### config.mk
export PLATFORM = sky130hd
export DESIGN_NAME = lcd_frame_reader
export DESIGN_NICKNAME = d
export VERILOG_FILES = /design/src/rtl/lcd_frame_reader.sv
export SDC_FILE = /design/constraint.sdc
export NUM_CORES = 1
export LEC_CHECK = 0
export BUFFER_PORTS_ARGS = -buffer_cell sky130_fd_sc_hd__clkbuf_2
export CORE_MARGIN = 4
export CORE_UTILIZATION = 53
export CTS_BUF_LIST = sky130_fd_sc_hd__clkbuf_8
export DETAILED_ROUTE_END_ITERATION = 12
export PLACE_DENSITY_LB_ADDON = 0.1
export SYNTH_ARGS = -nofsm -noshare
export SYNTH_HDL_FRONTEND = slang
export SYNTH_SLANG_ARGS = --single-unit
### constraint.sdc
create_clock -name LCD_PIXCLK -period 2.7 [get_ports LCD_PIXCLK]
set_clock_uncertainty 0.2 [all_clocks]
set_input_delay 0 -clock LCD_PIXCLK [delete_from_list [all_inputs] [get_ports LCD_PIXCLK]]
set_output_delay 0 -clock LCD_PIXCLK [all_outputs]
set_load 0.01 [all_outputs]
### src/rtl/lcd_frame_reader.sv
//------------------------------------------------------------------------------
// Module      : lcd_frame_reader
// Description : LCD raster timing + SDRAM read-FIFO pixel unpacker (optional
//               colour-bar generator when TEST_PATTERN_EN is defined).
// Revision    : 1.0 - initial release
//------------------------------------------------------------------------------
`default_nettype none

module lcd_frame_reader #(
    parameter int H_ACTIVE = 800,
    parameter int H_FRONT  = 40,
    parameter int H_SYNC   = 1,
    parameter int H_BACK   = 215,
    parameter int V_ACTIVE = 480,
    parameter int V_FRONT  = 10,
    parameter int V_SYNC   = 1,
    parameter int V_BACK   = 34
) (
    input  logic        LCD_PIXCLK,
    input  logic        iRst,
    input  logic        iRd_empty,
    input  logic [15:0] rd1_data,
    input  logic [15:0] rd2_data,
    input  logic        iPattern,
    output logic        oRead,
    output logic        oFrameStart,
    output logic [7:0]  oRed,
    output logic [7:0]  oGreen,
    output logic [7:0]  oBlue,
    output logic        oHSD,
    output logic        oVSD,
    output logic        oDEN,
    output logic        oUnderflow
);

    localparam int H_TOTAL = H_ACTIVE + H_FRONT + H_SYNC + H_BACK;
    localparam int V_TOTAL = V_ACTIVE + V_FRONT + V_SYNC + V_BACK;

    localparam logic [10:0] C_H_LAST   = 11'(H_TOTAL - 1);
    localparam logic [10:0] C_H_ACT    = 11'(H_ACTIVE);
    localparam logic [10:0] C_HS_BEG   = 11'(H_ACTIVE + H_FRONT);
    localparam logic [10:0] C_HS_END   = 11'(H_ACTIVE + H_FRONT + H_SYNC);
    localparam logic [9:0]  C_V_LAST   = 10'(V_TOTAL - 1);
    localparam logic [9:0]  C_V_ACT    = 10'(V_ACTIVE);
    localparam logic [9:0]  C_VS_BEG   = 10'(V_ACTIVE + V_FRONT);
    localparam logic [9:0]  C_VS_END   = 10'(V_ACTIVE + V_FRONT + V_SYNC);

    // Stage 0: raster counters
    logic [10:0] r_h_cnt;
    logic [9:0]  r_v_cnt;
    logic [10:0] w_h_nxt;
    logic [9:0]  w_v_nxt;

    always_comb begin
        w_h_nxt = r_h_cnt + 11'd1;
        w_v_nxt = r_v_cnt;
        if (r_h_cnt == C_H_LAST) begin
            w_h_nxt = '0;
            if (r_v_cnt == C_V_LAST) begin
                w_v_nxt = '0;
            end else begin
                w_v_nxt = r_v_cnt + 10'd1;
            end
        end
    end

    logic w_act0;
    logic w_hs0;
    logic w_vs0;
    logic w_act_nxt;

    assign w_act0    = (r_h_cnt < C_H_ACT) && (r_v_cnt < C_V_ACT);
    assign w_hs0     = (r_h_cnt >= C_HS_BEG) && (r_h_cnt < C_HS_END);
    assign w_vs0     = (r_v_cnt >= C_VS_BEG) && (r_v_cnt < C_VS_END);
    assign w_act_nxt = (w_h_nxt < C_H_ACT) && (w_v_nxt < C_V_ACT);

    logic w_pat_sel;

`ifdef TEST_PATTERN_EN
    localparam int BAR_W = H_ACTIVE / 8;

    logic [2:0] w_bar0;
    logic       r_pat0;
    logic       r_pat1;
    logic [2:0] r_bar1;

    assign w_pat_sel = iPattern;

    always_comb begin
        w_bar0 = 3'd0;
        for (int k = 1; k < 8; k++) begin
            if (r_h_cnt >= 11'(k * BAR_W)) begin
                w_bar0 = 3'(k);
            end
        end
    end

    always_ff @(posedge LCD_PIXCLK) begin
        if (iRst) begin
            r_pat0 <= 1'b0;
            r_pat1 <= 1'b0;
            r_bar1 <= 3'd0;
        end else begin
            r_pat0 <= w_pat_sel;
            r_pat1 <= r_pat0;
            r_bar1 <= w_bar0;
        end
    end
`else
    logic unused_pattern;

    assign w_pat_sel      = 1'b0;
    assign unused_pattern = iPattern;
`endif

    // The read decision is made for the slot the counters are about to enter,
    // so the oRead flop is high in the same cycle as that slot.
    logic w_read_nxt;
    logic w_skip_nxt;

    assign w_read_nxt = w_act_nxt && !iRd_empty && !w_pat_sel;
    assign w_skip_nxt = w_act_nxt &&  iRd_empty && !w_pat_sel;

    logic r_read;
    logic r_underflow;

    always_ff @(posedge LCD_PIXCLK) begin
        if (iRst) begin
            r_h_cnt     <= '0;
            r_v_cnt     <= C_V_ACT;
            r_read      <= 1'b0;
            r_underflow <= 1'b0;
        end else begin
            r_h_cnt <= w_h_nxt;
            r_v_cnt <= w_v_nxt;
            r_read  <= w_read_nxt;
            if (w_skip_nxt) begin
                r_underflow <= 1'b1;
            end
        end
    end

    // Stage 1: FIFO data is on rd*_data while these flags describe its slot
    logic r_act1;
    logic r_hs1;
    logic r_vs1;
    logic r_read1;

    always_ff @(posedge LCD_PIXCLK) begin
        if (iRst) begin
            r_act1  <= 1'b0;
            r_hs1   <= 1'b0;
            r_vs1   <= 1'b0;
            r_read1 <= 1'b0;
        end else begin
            r_act1  <= w_act0;
            r_hs1   <= w_hs0;
            r_vs1   <= w_vs0;
            r_read1 <= r_read;
        end
    end

    logic [7:0] w_red;
    logic [7:0] w_green;
    logic [7:0] w_blue;

    always_comb begin
        w_red   = 8'd0;
        w_green = 8'd0;
        w_blue  = 8'd0;
        if (r_read1) begin
            w_red   = rd2_data[9:2];
            w_green = {rd1_data[14:10], rd2_data[14:12]};
            w_blue  = rd1_data[9:2];
        end
`ifdef TEST_PATTERN_EN
        // Bar index bits map to inverted channel enables: G=bit2, R=bit1, B=bit0
        if (r_pat1 && r_act1) begin
            w_red   = {8{~r_bar1[1]}};
            w_green = {8{~r_bar1[2]}};
            w_blue  = {8{~r_bar1[0]}};
        end
`endif
    end

    logic unused_bits;
    assign unused_bits = ^{rd1_data[15], rd1_data[1:0],
                           rd2_data[15], rd2_data[11:10], rd2_data[1:0]};

    // Pin registers
    logic [7:0] r_red;
    logic [7:0] r_green;
    logic [7:0] r_blue;
    logic       r_hsd;
    logic       r_vsd;
    logic       r_den;

    always_ff @(posedge LCD_PIXCLK) begin
        if (iRst) begin
            r_red   <= 8'd0;
            r_green <= 8'd0;
            r_blue  <= 8'd0;
            r_hsd   <= 1'b1;
            r_vsd   <= 1'b1;
            r_den   <= 1'b0;
        end else begin
            r_red   <= w_red;
            r_green <= w_green;
            r_blue  <= w_blue;
            r_hsd   <= ~r_hs1;
            r_vsd   <= ~r_vs1;
            r_den   <= r_act1;
        end
    end

    assign oRead       = r_read;
    assign oUnderflow  = r_underflow;
    assign oRed        = r_red;
    assign oGreen      = r_green;
    assign oBlue       = r_blue;
    assign oHSD        = r_hsd;
    assign oVSD        = r_vsd;
    assign oDEN        = r_den;
    assign oFrameStart = (r_h_cnt == 11'd0) && (r_v_cnt == C_V_ACT) && !iRst;

endmodule

`default_nettype wire

==> results by group, run 1 <==
Timing
  • Fmax: 417 MHz
  • RSZ-0062 raised after global routing: false
  • Worst Tran Pin Value: approximately 1100 ps
  • Crit path time final: 2400 ps
  • Worst hold margin: around 180 ps
  • Final critical-path share of the clock period: between 80% and 90%
  • Setup TNS: 0 ps
  • # setup viols final: 0
  • Final hold viol count: 0
  • Slew Limit Fails: 0
  • Relative slew slack: 27.9%

Floorplan
  • Die Y: 72.0 um
  • Rows: 23
  • Initial core utilization: between 50% and 60%
  • Core Area: ~4000 sq um
  • # IOs: 66
  • Die X: ~72 um
  • Die area: 5190 sq um

Critical path
  • Critical-path top delay cell: dfxtp_1
  • CP Class: flip-flop to flip-flop
  • CP startpoint kind: flip-flop
  • Worst-path maximum fanout: 10
  • Delay of the slowest critical-path stage: around 430 ps
  • Crit path from: r_h_cnt[0]
  • Crit path DAT: around 2400 ps
  • CP Cell Sequence: ha_1, and4_1, and4b_1, buf_4, a31oi_1, nor3_1, nand4_1, o22ai_1
  • Reg-to-reg critical path startpoint: r_h_cnt[0]
  • Cell family with most CP delay: simple AND/OR/NAND/NOR gates
  • WP buf/inv: 1
  • Setup crit end kind: flip-flop
  • Critical Path RT: ~2700 ps

Routing
  • Number of remaining DRC errors: 0
  • Drt pass-1 iters: 4
  • Routed vias/inst: 5.03
  • Vias: around 1800
  • Routed wire length: roughly 4700 um
  • Iteration-0 DRC Markers: 62
  • Post-route ant nets: 0
  • WL/cell: roughly 13 um

Power
  • Max VDD drop: 311 uV
  • LEAKAGE: approximately 1.2 nW
  • Pwr dens: about 500 nW/um^2

Synthesis
  • Compound-Gate Fraction of Synth Area: approximately 4.3%
  • Top cells by area, synth: dfxtp_1 50%, and2_1 6.9%, nor2_1 3.8%, nand4_1 3.5%, xor2_1 3.2%
  • Yosys warns: 0
  • Synth Area in Adders: approximately 2.3%
  • Synthesized cell area: 2170 sq um
  • Synth Area in XOR/XNOR: 6.05%
  • Gate Count Post-Synth: roughly 230
  • Largest family of logic cells by synthesized area: simple AND/OR/NAND/NOR gates
  • Post-synthesis mux area share: less than 1%
  • Post-Syn Nets: ~270
  • Ys async rst share: 0%
  • Synth unique cells: 39
  • Synthesized area per cell: around 9.6 sq um
  • Synth top area share: 49.8%
  • Synth Flop Type: dfxtp_1
  • #FFs+latches synth: between 50 and 60
  • Register area share after synthesis: about half
  • Number of synthesized flops with an enable pin: 0
  • Leading area contributor after synthesis: dfxtp_1
  • Synth Area in Simple Gates: a little under a third

Clock network
  • Cells resized by post-CTS repair: 0
  • # clock sinks: 54
  • CTS tree: done
  • CTS Root Cell: clkbuf_8
  • Clock Latency Late Sink: 300 ps
  • Clk slew on worst S/H paths: around 100 ps
  • Maximum clock insertion buffer count: 2
  • H-tree depth: 2
  • Number of buffers created by CTS: 5

GRT
  • GRT overflow: 0
  • Total global-route track usage: between 10% and 20%
  • First-pass GRT wire length: roughly 8000 um
  • Vias in the first global route: 1726
  • Antenna violations before repair: 0
  • Maximum number of pins on one net before global-route repair: 25

Place
  • Buffers on Ports: 56
  • Placer Congestion: 0.864
  • DP Area: ~2400 sq um
  • Hpwl dp: 2830 um

Job
  • Max Cap Violations: 0

Cells and area
  • Proportion of layout cells with a drive suffix above 1: between 20% and 30%
  • Post-layout nets: ~340
  • Register area: ~1100 sq um
  • Ant. Diodes: 0
  • Area of the multi-input gates: slightly below 1000 sq um
  • Area delta synth->final: 29.8%
  • Fillers: about 290
  • Final Instance Area: roughly 2800 sq um
  • Most common cell after layout, fill and taps aside: clkbuf_2
  • Most frequent cells in the layout: 56 x clkbuf_2, 54 x dfxtp_1, 26 x dlygate4sd3_1

Worst hold path
  • Hold Crit Class: flip-flop to flip-flop
  • Hold Startpoint: r_vs1

Outcome
  • Status: complete, no violations
final cells by class:
class,instances,share of cell area [%]
clock inverter,3,1.46
timing repair buffer,84,19.7
inverter,7,0.932
tap,50,2.22
clock buffer,5,2.44
multi-input combinational,151,34.9
sequential,54,38.3
per-layer routing:
layer / global-route usage [%] / routed length, um / up-vias
met4: 5.43 / 53 / 0
met5: 0 / 0 / -
met3: 4.85 / 318 / 7
met2: 31.7 / 2070 / 54
met1: 25.2 / 2250 / 799
li1: - / - / 919
report_power, final:
part / internal [W] / switching (W)
Sequential: 0.000800 / 0.00000543
Clock: 0.000273 / 0.000261
Combinational: 0.0000488 / 0.0000255
Total: 0.00112 / 0.000292
cell usage after synthesis (2+ instances only):
library cell / number
a21o_1: 3
a31oi_1: 2
and2_1: 24
and3_1: 4
and4b_1: 3
buf_4: 2
buf_6: 2
clkbuf_1: 9
clkbuf_2: 2
dfxtp_1: 54
ha_1: 4
inv_1: 7
mux2i_1: 2
nand2_1: 7
nand2b_1: 9
nand3_1: 5
nand4_1: 12
nor2_1: 22
nor2b_1: 3
nor3_1: 10
nor3b_1: 2
nor4_1: 6
o21ai_0: 2
o21ai_1: 2
or3b_1: 2
xnor2_1: 7
xor2_1: 8
worst paths after layout:
path / to / slack, ps / cells after the start
worst max-delay path: oUnderflow / 300 / 8
worst min-delay path: oVSD / 180 / 1
worst max register to register: oUnderflow / 300 / 8
worst min register to register: oVSD / 180 / 1
state kept, by name, indices dropped and copies added (netlist names):
name	flops
r_act1	1
oRed	8
r_vs1	1
oGreen	8
r_h_cnt	11
r_v_cnt	10
oBlue	8
r_read1	1
oVSD	1
oDEN	1
oUnderflow	1
oRead	1
oHSD	1
r_hs1	1
what timing repair did:
action,in CTS,in global routing
endpoints found under the hold margin,42,0
hold buffers,26,0
setup buffers,0,0
per-stage QoR:
| step | setup WS (ps) | util (%) | std cells | total power [W] |
|---|---|---|---|---|
| 2_1_floorplan | 623 | - | 227 | 0.000843 |
| 3_3_place_gp | 338 | 61.7 | 320 | 0.000867 |
| 3_5_place_dp | 310 | 61.7 | 320 | 0.000867 |
| 4_1_cts | 285 | 71.0 | 354 | 0.00143 |
| 5_1_grt | 84.8 | 71.0 | 354 | 0.00147 |
| 6_report | 300 | 71.0 | 354 | 0.00141 |
worst register-to-register path: stages, from the launching register on:
cell	delay (ps)
dfxtp_1	430
ha_1	250
and4_1	300
and4b_1	430
buf_4	250
a31oi_1	90
nor3_1	140
nand4_1	140
o22ai_1	120
cell families (layout without fill, tap and decap cells):
family | count (synthesis) | count (layout)
adders and majority gates | 4 | 4
AOI/OAI and AO/OA | 14 | 14
and+or+nand+nor | 116 | 116
buffers and inverters | 22 | 99
muxes | 2 | 2
DFF | 54 | 54
xor gates and xnor gates | 15 | 15
Note: power is estimated with default switching activity, not from simulation.
==> run 2: changes to the inputs <==
Settings changed: ABC_AREA set to 1.
==> results by group, run 2 <==
Cells and area
  • Max reg flops: 11
  • Post-layout nets: between 400 and 500
  • Final Core Density: just over 70%
  • Proportion of layout cells with a drive suffix above 1: between 20% and 30%
  • Most frequent cells in the layout: 63 x nor2_1, 57 x nand2_1, 56 x clkbuf_2
  • Ant. Diodes: 0
  • Largest Register: r_h_cnt
  • Largest regs: r_h_cnt x11, r_v_cnt x10
  • Most common cell after layout, fill and taps aside: nor2_1
  • Area delta synth->final: 30.7%

Synthesis
  • Yosys warns: 0
  • Post-Syn Nets: ~350
  • Ys async rst share: 0%
  • Leading area contributor after synthesis: dfxtp_1
  • Gate Count Post-Synth: 309
  • Synth Flop Type: dfxtp_1
  • Synth unique cells: 25
  • Most common cell in the synthesized netlist: nor2_1
  • #FFs+latches synth: 54
  • Synthesized cell area: 2250 sq um
  • Commonest cells post-synth: 64 x nor2_1, 57 x nand2_1, 55 x inv_1
  • Synthesized area per cell: around 7.3 sq um
  • Top cells by area, synth: dfxtp_1 48%, nor2_1 11%, nand2_1 9.5%, inv_1 9.2%, nand4_1 4.4%
  • Synth top area share: between 40% and 50%
  • Number of synthesized flops with an enable pin: 0
  • Register area share after synthesis: 48.0%

Floorplan
  • Rows: 23
  • Initial core utilization: between 50% and 60%
  • Die Y: about 73 um
  • Core Area: roughly 4100 sq um
  • # IOs: between 60 and 70
  • Die area: about 5400 sq um
  • Die X: around 73 um

Critical path
  • CP Class: flip-flop to flip-flop
  • Setup crit end kind: flip-flop
  • Crit path DAT: 2500 ps
  • Critical Path RT: 2700 ps
  • CP startpoint kind: flip-flop
  • Reg-to-reg critical path startpoint: r_v_cnt[0]
  • Worst-path maximum fanout: 6
  • Crit path from: r_v_cnt[0]

Clock network
  • CTS tree: done
  • Clock Latency Late Sink: between 300 and 400 ps
  • Maximum clock insertion buffer count: 2
  • # clock sinks: 54
  • CTS Root Cell: clkbuf_8
  • H-tree depth: 2
  • Number of buffers created by CTS: 5
  • Clk slew on worst S/H paths: 90 ps

Power
  • Pwr dens: 450 nW/um^2
  • Max VDD drop: 433 uV
  • LEAKAGE: around 1.5 nW

Timing
  • Worst Tran Pin Value: between 700 and 800 ps
  • Final critical-path share of the clock period: between 90 and 100%
  • Fmax: between 400 and 500 MHz
  • Setup TNS: 0 ps
  • Crit path time final: between 2000 and 2500 ps
  • RSZ-0062 raised after global routing: false
  • # setup viols final: 0
  • Final hold viol count: 0
  • Slew Limit Fails: 0
  • Relative slew slack: roughly half

Place
  • Hpwl dp: about 3600 um
  • Placer Congestion: between 0.8 and 0.9
  • Buffers on Ports: between 50 and 60

Routing
  • Number of remaining DRC errors: 0
  • WL/cell: about 12 um
  • Drt pass-1 iters: 4
  • Routed vias/inst: around 4.8
  • Iteration-0 DRC Markers: roughly 160
  • Post-route ant nets: 0
  • Vias: approximately 2100
  • Routed wire length: 5210 um

Worst hold path
  • Hold Crit Class: flip-flop to flip-flop
  • Hold Startpoint: r_vs1

Job
  • Max Cap Violations: 0

GRT
  • GRT overflow: 0
  • Total global-route track usage: a little over a fifth
  • First-pass GRT wire length: roughly 9000 um
  • Maximum number of pins on one net before global-route repair: 25
  • Vias in the first global route: 2076
  • Antenna violations before repair: 0

Outcome
  • Status: complete, no violations
-- run 2: cell types whose count changed in the layout (fill, tap and decap cells not counted), moves of 9 or more --
| cell | before | now |
|---|---|---|
| nand2_1 | 7 | 57 |
| nand2b_1 | 9 | 0 |
| inv_1 | 8 | 55 |
| nor2_1 | 22 | 63 |
| and2_1 | 24 | 0 |
| nand3_1 | 5 | 15 |
-- run 2: cell type report --
cell class,instances,area (sq um)
Multi-Input combinational cell,192,938
Clock buffer,5,68.8
Tap cell,50,62.6
Inverter,58,218
Sequential cell,54,1080
Fill cell,325,1110
Timing Repair Buffer,84,558
Clock inverter,2,13.8
-- run 2: kinds of logic (layout without fill, tap and decap cells) --
family | Yosys count | count (layout) | synth area share, %
adder cells (fa/ha/maj) | 4 | 4 | 2.22
AO/OA/AOI/OAI | 14 | 14 | 3.56
XOR/XNOR | 3 | 3 | 1.17
flip-flops | 54 | 54 | 48.0
AND/OR/NAND/NOR | 171 | 171 | 34.5
buffers and inverters | 63 | 149 | 10.6
-- run 2: stage by stage --
stage          hold WS [ps]  cell area (sq um)  setup slack, ps  cells  power (W)
2_1_floorplan          -124               2250              890    309   0.000848
3_3_place_gp          -18.1               2570              580    410   0.000872
3_5_place_dp           1.02               2570              494    410   0.000874
4_1_cts                 178               2930             96.8    444    0.00134
5_1_grt                 199               2940             4.09    445    0.00138
6_report                177               2940              207    445    0.00133
-- run 2: path summary, 6_finish.rpt --
kind | cells past startpoint | slack, ps | end
max | 13 | 210 | oRead
min reg2reg | 1 | 180 | oVSD
min | 1 | 180 | oVSD
max reg2reg | 13 | 210 | oRead
-- run 2: report_power, final --
| part | switching, W | internal, W | leakage (nW) |
|---|---|---|---|
| clock | 0.000259 | 0.000180 | 0.0444 |
| combinational | 0.0000339 | 0.0000487 | 1.01 |
| sequential | 0.00000478 | 0.000799 | 0.436 |
-- run 2: metal layers --
layer / GRT usage, % / wire [um] / up-vias
met5: 0 / 0 / -
met4: 8.81 / 99 / 0
met3: 5.65 / 251 / 11
met2: 37.9 / 2710 / 52
met1: 24.5 / 2140 / 943
li1: - / - / 1122
-- run 2: critical path, stage by stage, from the launching register on --
cell and delay, ps:
dfxtp_1 450, ha_1 210, inv_1 60, nor2_2 220, nand3_1 110, nand2_1 80, nand2_1 60, nand2_1 50
nand2_1 60, nor2_1 100, nand2_1 90, nand2_1 80, nor3_1 40, dlygate4sd3_1 560
-- run 2: what timing repair did --
item / CTS / global route
setup buffers: 0 / 1
endpoints found under the hold margin: 35 / 0
setup endpoints to repair: 0 / 1
hold buffers: 27 / 0
gates resized for setup: 0 / 4
